===== config.mk =====
export PLATFORM = sky130hd
export DESIGN_NAME = logit_argmax
export DESIGN_NICKNAME = d
export VERILOG_FILES = /design/src/rtl/logit_argmax.sv
export SDC_FILE = /design/constraint.sdc
export NUM_CORES = 1
export LEC_CHECK = 0
export ABC_AREA = 1
export ABC_CLOCK_PERIOD_IN_PS = 4200
export CAP_MARGIN = 25
export CORE_MARGIN = 1
export CORE_UTILIZATION = 54
export CTS_CLUSTER_DIAMETER = 40
export DETAILED_ROUTE_END_ITERATION = 7
export GPL_TIMING_DRIVEN = 0
export PLACE_DENSITY = 0.82
export SLEW_MARGIN = 20
export SYNTH_ARGS = -nofsm -noshare
export SYNTH_HDL_FRONTEND = slang
export SYNTH_SLANG_ARGS = --single-unit

===== constraint.sdc =====
create_clock -name clk -period 4.2 [get_ports clk]
set_input_delay 0.84 -clock clk [delete_from_list [all_inputs] [get_ports clk]]
set_output_delay 0.84 -clock clk [all_outputs]
set_load 0.02 [all_outputs]

===== src/rtl/logit_argmax.sv =====
// Greedy argmax over one step of streamed logits from the character RNN.
// Accepts VOCAB_SIZE signed Q8.8 logits (one per beat), tracks the running
// maximum (ties keep the lowest index) and hands the winning index and its
// logit to the consumer over a valid/ready handshake. A stream that ends
// early (logit_last before the final index) or runs to the final index
// without logit_last is flagged with length_err.
module logit_argmax #(
  parameter int VOCAB_SIZE  = 76,
  parameter int DATA_WIDTH  = 16,
  parameter int TOKEN_WIDTH = 7
) (
  input  logic                          clk,
  input  logic                          reset,
  input  logic                          start,
  input  logic signed [DATA_WIDTH-1:0]  logit_data,
  input  logic                          logit_valid,
  input  logic                          logit_last,
  output logic                          logit_ready,
  output logic [TOKEN_WIDTH-1:0]        token_out,
  output logic signed [DATA_WIDTH-1:0]  max_logit,
  output logic                          token_valid,
  input  logic                          token_ready,
  output logic                          length_err,
  output logic                          busy
);

  typedef enum logic [1:0] {
    IDLE   = 2'd0,
    SCAN   = 2'd1,
    RESULT = 2'd2
  } state_t;

  localparam logic [TOKEN_WIDTH-1:0]       LAST_IDX = TOKEN_WIDTH'(VOCAB_SIZE - 1);
  localparam logic signed [DATA_WIDTH-1:0] MOST_NEG = {1'b1, {(DATA_WIDTH-1){1'b0}}};

  state_t state, state_nxt;

  logic [TOKEN_WIDTH-1:0]       index_p0;
  logic signed [DATA_WIDTH-1:0] best_val_p0;
  logic [TOKEN_WIDTH-1:0]       best_idx_p0;

  logic                         beat;
  logic                         at_last_idx;
  logic                         end_beat;
  logic                         take;
  logic signed [DATA_WIDTH-1:0] cand_val;
  logic [TOKEN_WIDTH-1:0]       cand_idx;

  // The first beat always loads so that an all-minimum stream still yields
  // index 0; after that only a strictly greater logit displaces the leader,
  // which keeps the lowest index on ties.
  function automatic logic takes_lead(input logic                         first,
                                      input logic signed [DATA_WIDTH-1:0] val,
                                      input logic signed [DATA_WIDTH-1:0] best);
    return first || (val > best);
  endfunction

  // Beat qualification and the running-max candidate including this beat.
  always_comb begin
    beat        = logit_valid && logit_ready && (state == SCAN);
    at_last_idx = (index_p0 == LAST_IDX);
    end_beat    = beat && (logit_last || at_last_idx);
    take        = takes_lead(index_p0 == '0, logit_data, best_val_p0);
    cand_val    = take ? logit_data : best_val_p0;
    cand_idx    = take ? index_p0   : best_idx_p0;
  end

  // State register.
  always_ff @(posedge clk or negedge reset) begin
    if (!reset) state <= IDLE;
    else        state <= state_nxt;
  end

  // Next-state logic; start is only looked at in IDLE.
  always_comb begin
    state_nxt = state;
    case (state)
      IDLE:    if (start)       state_nxt = SCAN;
      SCAN:    if (end_beat)    state_nxt = RESULT;
      RESULT:  if (token_ready) state_nxt = IDLE;
      default:                  state_nxt = IDLE;
    endcase
  end

  // Registered handshake/status outputs follow the state being entered.
  always_ff @(posedge clk or negedge reset) begin
    if (!reset) begin
      logit_ready <= 1'b0;
      token_valid <= 1'b0;
      busy        <= 1'b0;
    end else begin
      logit_ready <= (state_nxt == SCAN);
      token_valid <= (state_nxt == RESULT);
      busy        <= (state_nxt != IDLE);
    end
  end

  // Scan datapath: index counter and running maximum, cleared on start.
  always_ff @(posedge clk or negedge reset) begin
    if (!reset) begin
      index_p0    <= '0;
      best_val_p0 <= MOST_NEG;
      best_idx_p0 <= '0;
    end else if (state == IDLE && start) begin
      index_p0    <= '0;
      best_val_p0 <= MOST_NEG;
      best_idx_p0 <= '0;
    end else if (beat) begin
      best_val_p0 <= cand_val;
      best_idx_p0 <= cand_idx;
      // Stop counting at the final index so the counter can never wrap.
      if (!at_last_idx) index_p0 <= index_p0 + TOKEN_WIDTH'(1);
    end
  end

  // Result registers: captured on the end beat, held through RESULT.
  always_ff @(posedge clk or negedge reset) begin
    if (!reset) begin
      token_out  <= '0;
      max_logit  <= '0;
      length_err <= 1'b0;
    end else if (state == IDLE && start) begin
      length_err <= 1'b0;
    end else if (end_beat) begin
      token_out  <= cand_idx;
      max_logit  <= cand_val;
      // Error when logit_last and the final index disagree.
      length_err <= logit_last ^ at_last_idx;
    end
  end

endmodule


After elaboration in Yosys (flattened, before gate mapping)
Cells that the tools add are included.
{"block": "classes", "n_addsub": 1, "n_mul": 0, "div": 0, "magnitude_cmp": 1, "eq_ne": 6, "shift": 0, "mux": 15, "n_bitwise": 2, "reduce_logical": 13}
{"operator": "16-bit 2-to-1 mux", "n": 3}
{"operator": "7-bit 2-to-1 mux", "n": 6}
{"operator": "16-bit > comparator", "n": 1}
{"operator": "7-bit by 1-bit adder with 7-bit output, second input constant", "n": 1}
{"operator": "7-bit == test, second input constant", "n": 1}
{"operator": "7-bit zero test", "n": 1}
{"operator": "2-bit 2-to-1 mux", "n": 3}
{"operator": "2-bit case mux with 3 select lines", "n": 1}
{"operator": "2-bit nonzero test", "n": 3}
{"operator": "2-bit by 1-bit == test with 1-bit output, second input constant", "n": 2}
{"operator": "2-bit == test, second input constant", "n": 2}
{"operator": "1-bit logical AND", "n": 4}
{"operator": "2-bit AND reduction", "n": 2}
{"operator": "2-bit zero test", "n": 1}
{"operator": "1-bit logical OR", "n": 2}
{"operator": "1-bit 2-to-1 mux", "n": 2}
{"operator": "2-bit by 1-bit inequality test with 1-bit output, second input constant", "n": 1}
{"operator": "1-bit NOT", "n": 1}
{"operator": "1-bit bitwise XOR", "n": 1}
{"block": "word_totals", "register_bits": 59, "latchBits": 0, "ramBits": 0, "rom_bits": 0, "in_bits": 22, "out_inout_bits": 27, "elab_cells": 48, "mem_count": 0}

Longest topological paths before layout
{"block": "logic_depth", "depth_word": 6, "mapped_depth": 18, "mapped_depth_nobuf": 18}

Worst setup path before layout
No wires, ideal clock.
{"block": "synth_timing", "kind": "input to register", "from": "input logit_data[15]", "to": "register best_idx_p0[0]", "setup_time_ns": 0.130, "arrival_ns": 2.146, "t_required_ns": 4.070, "path_slack_ns": 1.923, "stages": 12, "n_path_buf": 1, "path_cell_list": "ha_1 a21oi_1 o21ai_1 a21oi_1 nand2_1 nand2_2 nand3_4 nand2_4 buf_8 nand2_2 nand3_1 o21ai_1"}
{"block": "synth_via", "elab_chain_len": 5}
{"item": "start, declared", "line": "15", "rtl": "input logic signed [DATA_WIDTH-1:0] logit_data,"}
{"item": "16-bit > comparator", "line": "55", "rtl": "return first || (val > best);"}
{"item": "1-bit logical OR", "line": "55"}
{"item": "7-bit 2-to-1 mux", "line": "65", "rtl": "cand_idx = take ? index_p0 : best_idx_p0;"}
{"item": "7-bit 2-to-1 mux", "line": "108", "rtl": "end else if (beat) begin"}
{"item": "7-bit 2-to-1 mux", "line": "104", "rtl": "end else if (state == IDLE && start) begin"}
{"item": "end signal, assigned", "line": "110", "rtl": "best_idx_p0 <= cand_idx;"}
{"item": "end, declared", "line": "40", "rtl": "logic [TOKEN_WIDTH-1:0] best_idx_p0;"}
Every way passes these cells. The select of a mux whose other input is x is not followed.
A chain may end at the register's enable or synchronous reset.

Worst setup path in the final report
{"block": "layout_timing", "from": "input logit_data[15]", "to": "register max_logit[12]"}
{"block": "layout_via", "elab_chain_len": 3}
{"item": "16-bit > comparator", "line": "55"}
{"item": "1-bit logical OR", "line": "55"}
{"item": "16-bit 2-to-1 mux", "line": "64", "rtl": "cand_val = take ? logit_data : best_val_p0;"}
{"item": "end signal, assigned", "line": "126", "rtl": "max_logit <= cand_val;"}
{"item": "end, declared", "line": "20", "rtl": "output logic signed [DATA_WIDTH-1:0] max_logit,"}
Every way passes these cells.

==> summary.json <==
{
  "place.port_buffers": 48,
  "number_of_hold_repair_buffers_added_at_the_cts_stage": 0,
  "place_area_mm2": 0.003802,
  "floorplan.io_pins": 49,
  "finalWirelength_mm": 7.620,
  "tritoncts": "yes",
  "drtIter0Drc": 314,
  "detail_route.wl_per_cell_um": 14.24,
  "post_synth_num_cell_types": 28,
  "critical_path.startpoint_type": "primary input",
  "outcome": "complete, no violations",
  "netlist_top_cells_count": "88 x sky130_fd_sc_hd__nand2_1, 71 x sky130_fd_sc_hd__nand3_1, 58 x sky130_fd_sc_hd__dfrtp_1",
  "post_cts.resized_instances": 0,
  "globalRoute.totalOverflow": 0,
  "timing.final.max_slew_violations": 0,
  "stdcell_count": 535,
  "dominantRegCellSynth": "sky130_fd_sc_hd__dfrtp_1",
  "fin_crit_sh": 0.6700,
  "via_count": 2936,
  "initial_core_utilization": 0.5732,
  "seq_area_frac_synth": 0.4597,
  "cts-root-buf": "sky130_fd_sc_hd__clkbuf_8",
  "achievable-frequency_mhz": 355.4,
  "postSynth.asyncResetShare": 1.000,
  "timing.slew.headroom": 0.6313,
  "placeableCoreArea_mm2": 0.005608,
  "cts.htree.levels": 3,
  "post-synth-top-area-cell": "sky130_fd_sc_hd__dfrtp_1",
  "global_route_wire_length_before_repair_mm": 13.01,
  "worst_skew_pair.late_latency_ns": 0.33,
  "proportion_of_netlist_area_held_by_the_largest_area_contributor": 0.4515,
  "remaining_drc_errors": 0,
  "placement_rows": 27,
  "path_clk_slew_ns": 0.07,
  "ant_nets": 0,
  "path_max_fanout": 10,
  "finClkSkew_ns": 0.008057,
  "cts.sink_count": 59,
  "p_leak_uw": 0.002050,
  "n_fill_cell": 432,
  "hold_violations": 0,
  "pre_cts_slack_ns": 1.127,
  "final_cell_area_mm2": 0.004059,
  "nets": 499,
  "routed_via_density": 5.488,
  "final_critical_path_time_including_i_o_delays_and_setup_ns": 2.814,
  "grt_setup_unrepaired": "no",
  "grt_max_degree": 40,
  "finalSetupViolCount": 0,
  "diodes": 0,
  "clockBufferDepth": 2,
  "ys.warnings.count": 0,
  "crit_path_end_kind": "register",
  "cap_viol_max_count": 0,
  "hp-class": "in -> async",
  "cts_inserted_buffers": 9,
  "irDropWorstVdd_mv": 0.4583,
  "fp.dieArea_mm2": 0.006265,
  "synth_edf_count": 0,
  "power_per_cell_area_mw_per_mm2": 762.6,
  "finalPower_uw": 3095,
  "detailedPlacementHpwl_mm": 5.151,
  "synthesis.nets": 439,
  "post-place-cells": 519,
  "number_of_antenna_violations_at_the_first_check_in_global_routing": 0,
  "most_frequently_used_cell_type_in_the_post_synthesis_netlist": "sky130_fd_sc_hd__nand2_1",
  "worst_ep_required_time_ns": 4.41,
  "final_critical_path_setup_slack_ns": 1.386,
  "syn-cell-area_mm2": 0.003214,
  "place.gp.congestion": 0.8929,
  "synth.top_cells.by_area": "sky130_fd_sc_hd__dfrtp_1 45%, sky130_fd_sc_hd__nand3_1 11%, sky130_fd_sc_hd__nand2_1 10%, sky130_fd_sc_hd__ha_1 7.4%, sky130_fd_sc_hd__inv_1 6.7%",
  "postCtsSetupBuffers": 0,
  "ys_ff_latch": 59,
  "drt-pass1-iter-count": 5,
  "grt_usage": 0.2710,
  "share_of_cells_above_drive_strength_1": 0.1145,
  "arrival_ns": 3.03,
  "path_class": "in -> reg",
  "avgSynthCellArea_um2": 8.076,
  "tightest_slew_ns": 0.5530,
  "via_count_of_the_first_global_routing_pass": 2881,
  "setup-tns-final_ns": 0,
  "die_height_um": 79.15,
  "synthCells": 398,
  "die_x_um": 79.15,
  "flow.area_growth_from_synthesis_pct": 26.27
}
power by group:
part / switching (µW) / internal [µW] / total [µW]
clock network: 226 / 454 / 680
logic: 973 / 580 / 1550
registers: 89.2 / 773 / 862
total: 1290 / 1810 / 3100
kinds of logic (layout without fill, tap and decap cells):
logic type | after synthesis | after routing | share of synthesized area
and+or+nand+nor | 207 | 207 | 0.3056
adders and majority gates | 19 | 19 | 0.07396
buffers and inverters | 74 | 139 | 0.09654
AOI/OAI and AO/OA | 39 | 39 | 0.06423
DFF | 59 | 59 | 0.4597
state kept, by name, summed over array words and instances (netlist names):
register and flops:
best_val_p0 16, state 2, token_valid 1, length_err 1, best_idx_p0 7, logit_ready 1, token_out 7, index_p0 7
busy 1, max_logit 16
stage by stage:
stage                     hold WS (ns)    util
after CTS                       0.3996  0.7238
after global placement          0.4624  0.6749
after detailed placement        0.4649  0.6780
after global routing            0.4082  0.7238
after floorplan                 0.4498       -
final                           0.3912  0.7238
worst paths after layout:
path / startpoint / depth (start not counted) / endpoint / slack [ns]
min in group clk: token_out[2]$_DFFE_PN0P_ / 2 / token_out[2]$_DFFE_PN0P_ / 0.48
worst max-delay path: logit_data[15] / 11 / max_logit[12]$_DFFE_PN0P_ / 1.39
max in group asynchronous: reset / 2 / best_val_p0[15]$_DFFE_PN1P_ / 3.25
worst min-delay path: reset / 1 / best_val_p0[1]$_DFFE_PN0P_ / 0.39
worst max register to register: best_val_p0[15]$_DFFE_PN1P_ / 11 / max_logit[12]$_DFFE_PN0P_ / 1.84
worst min register to register: token_out[2]$_DFFE_PN0P_ / 2 / token_out[2]$_DFFE_PN0P_ / 0.48
cells in the final DEF (no fill, tap or decap), types with 2 or more instances in the layout:
cell and instances:
sky130_fd_sc_hd__clkdlybuf4s50_1 47, sky130_fd_sc_hd__inv_2 3, sky130_fd_sc_hd__clkbuf_8 9, sky130_fd_sc_hd__nand2_1 88, sky130_fd_sc_hd__nor2_1 10, sky130_fd_sc_hd__inv_1 57
sky130_fd_sc_hd__o21ai_1 21, sky130_fd_sc_hd__nand2_2 22, sky130_fd_sc_hd__buf_4 3, sky130_fd_sc_hd__bufinv_16 4, sky130_fd_sc_hd__nor3_1 4, sky130_fd_sc_hd__nand3_1 71
sky130_fd_sc_hd__buf_2 2, sky130_fd_sc_hd__ha_1 19, sky130_fd_sc_hd__buf_8 2, sky130_fd_sc_hd__nand4_1 6, sky130_fd_sc_hd__a21oi_1 8, sky130_fd_sc_hd__o21ai_0 6
sky130_fd_sc_hd__clkbuf_1 10, sky130_fd_sc_hd__dfrtp_1 58
layout make-up:
type	instances	area, µm²	share of cell area
Tap cell	72	90.09	0.02219
Inverter	60	225.2	0.05549
Clock buffer	11	131.4	0.03237
Clock inverter	5	125.1	0.03083
Multi-Input combinational cell	265	1426	0.3514
Buffer	14	85.08	0.02096
Timing Repair Buffer	49	498.0	0.1227
Sequential cell	59	1478	0.3641
layer usage:
metal / part of all wire / routed length, µm / GRT usage
met1: 0.44 / 3384 / 0.3525
met2: 0.49 / 3700 / 0.4466
met3: 0.051 / 387 / 0.04828
met4: 0.019 / 146 / 0.1091
met5: 0 / 0 / 0
worst max-delay path: stages:
cell and delay, ns:
sky130_fd_sc_hd__clkdlybuf4s50_1 0.46, sky130_fd_sc_hd__ha_1 0.37, sky130_fd_sc_hd__a21oi_1 0.18, sky130_fd_sc_hd__o21ai_1 0.08
sky130_fd_sc_hd__a21oi_1 0.22, sky130_fd_sc_hd__nand3_1 0.16, sky130_fd_sc_hd__nand3_4 0.16, sky130_fd_sc_hd__buf_4 0.20
sky130_fd_sc_hd__nand3_1 0.12, sky130_fd_sc_hd__nand3_1 0.14, sky130_fd_sc_hd__nand2_1 0.08
Note: power is estimated with default switching activity, not from simulation.
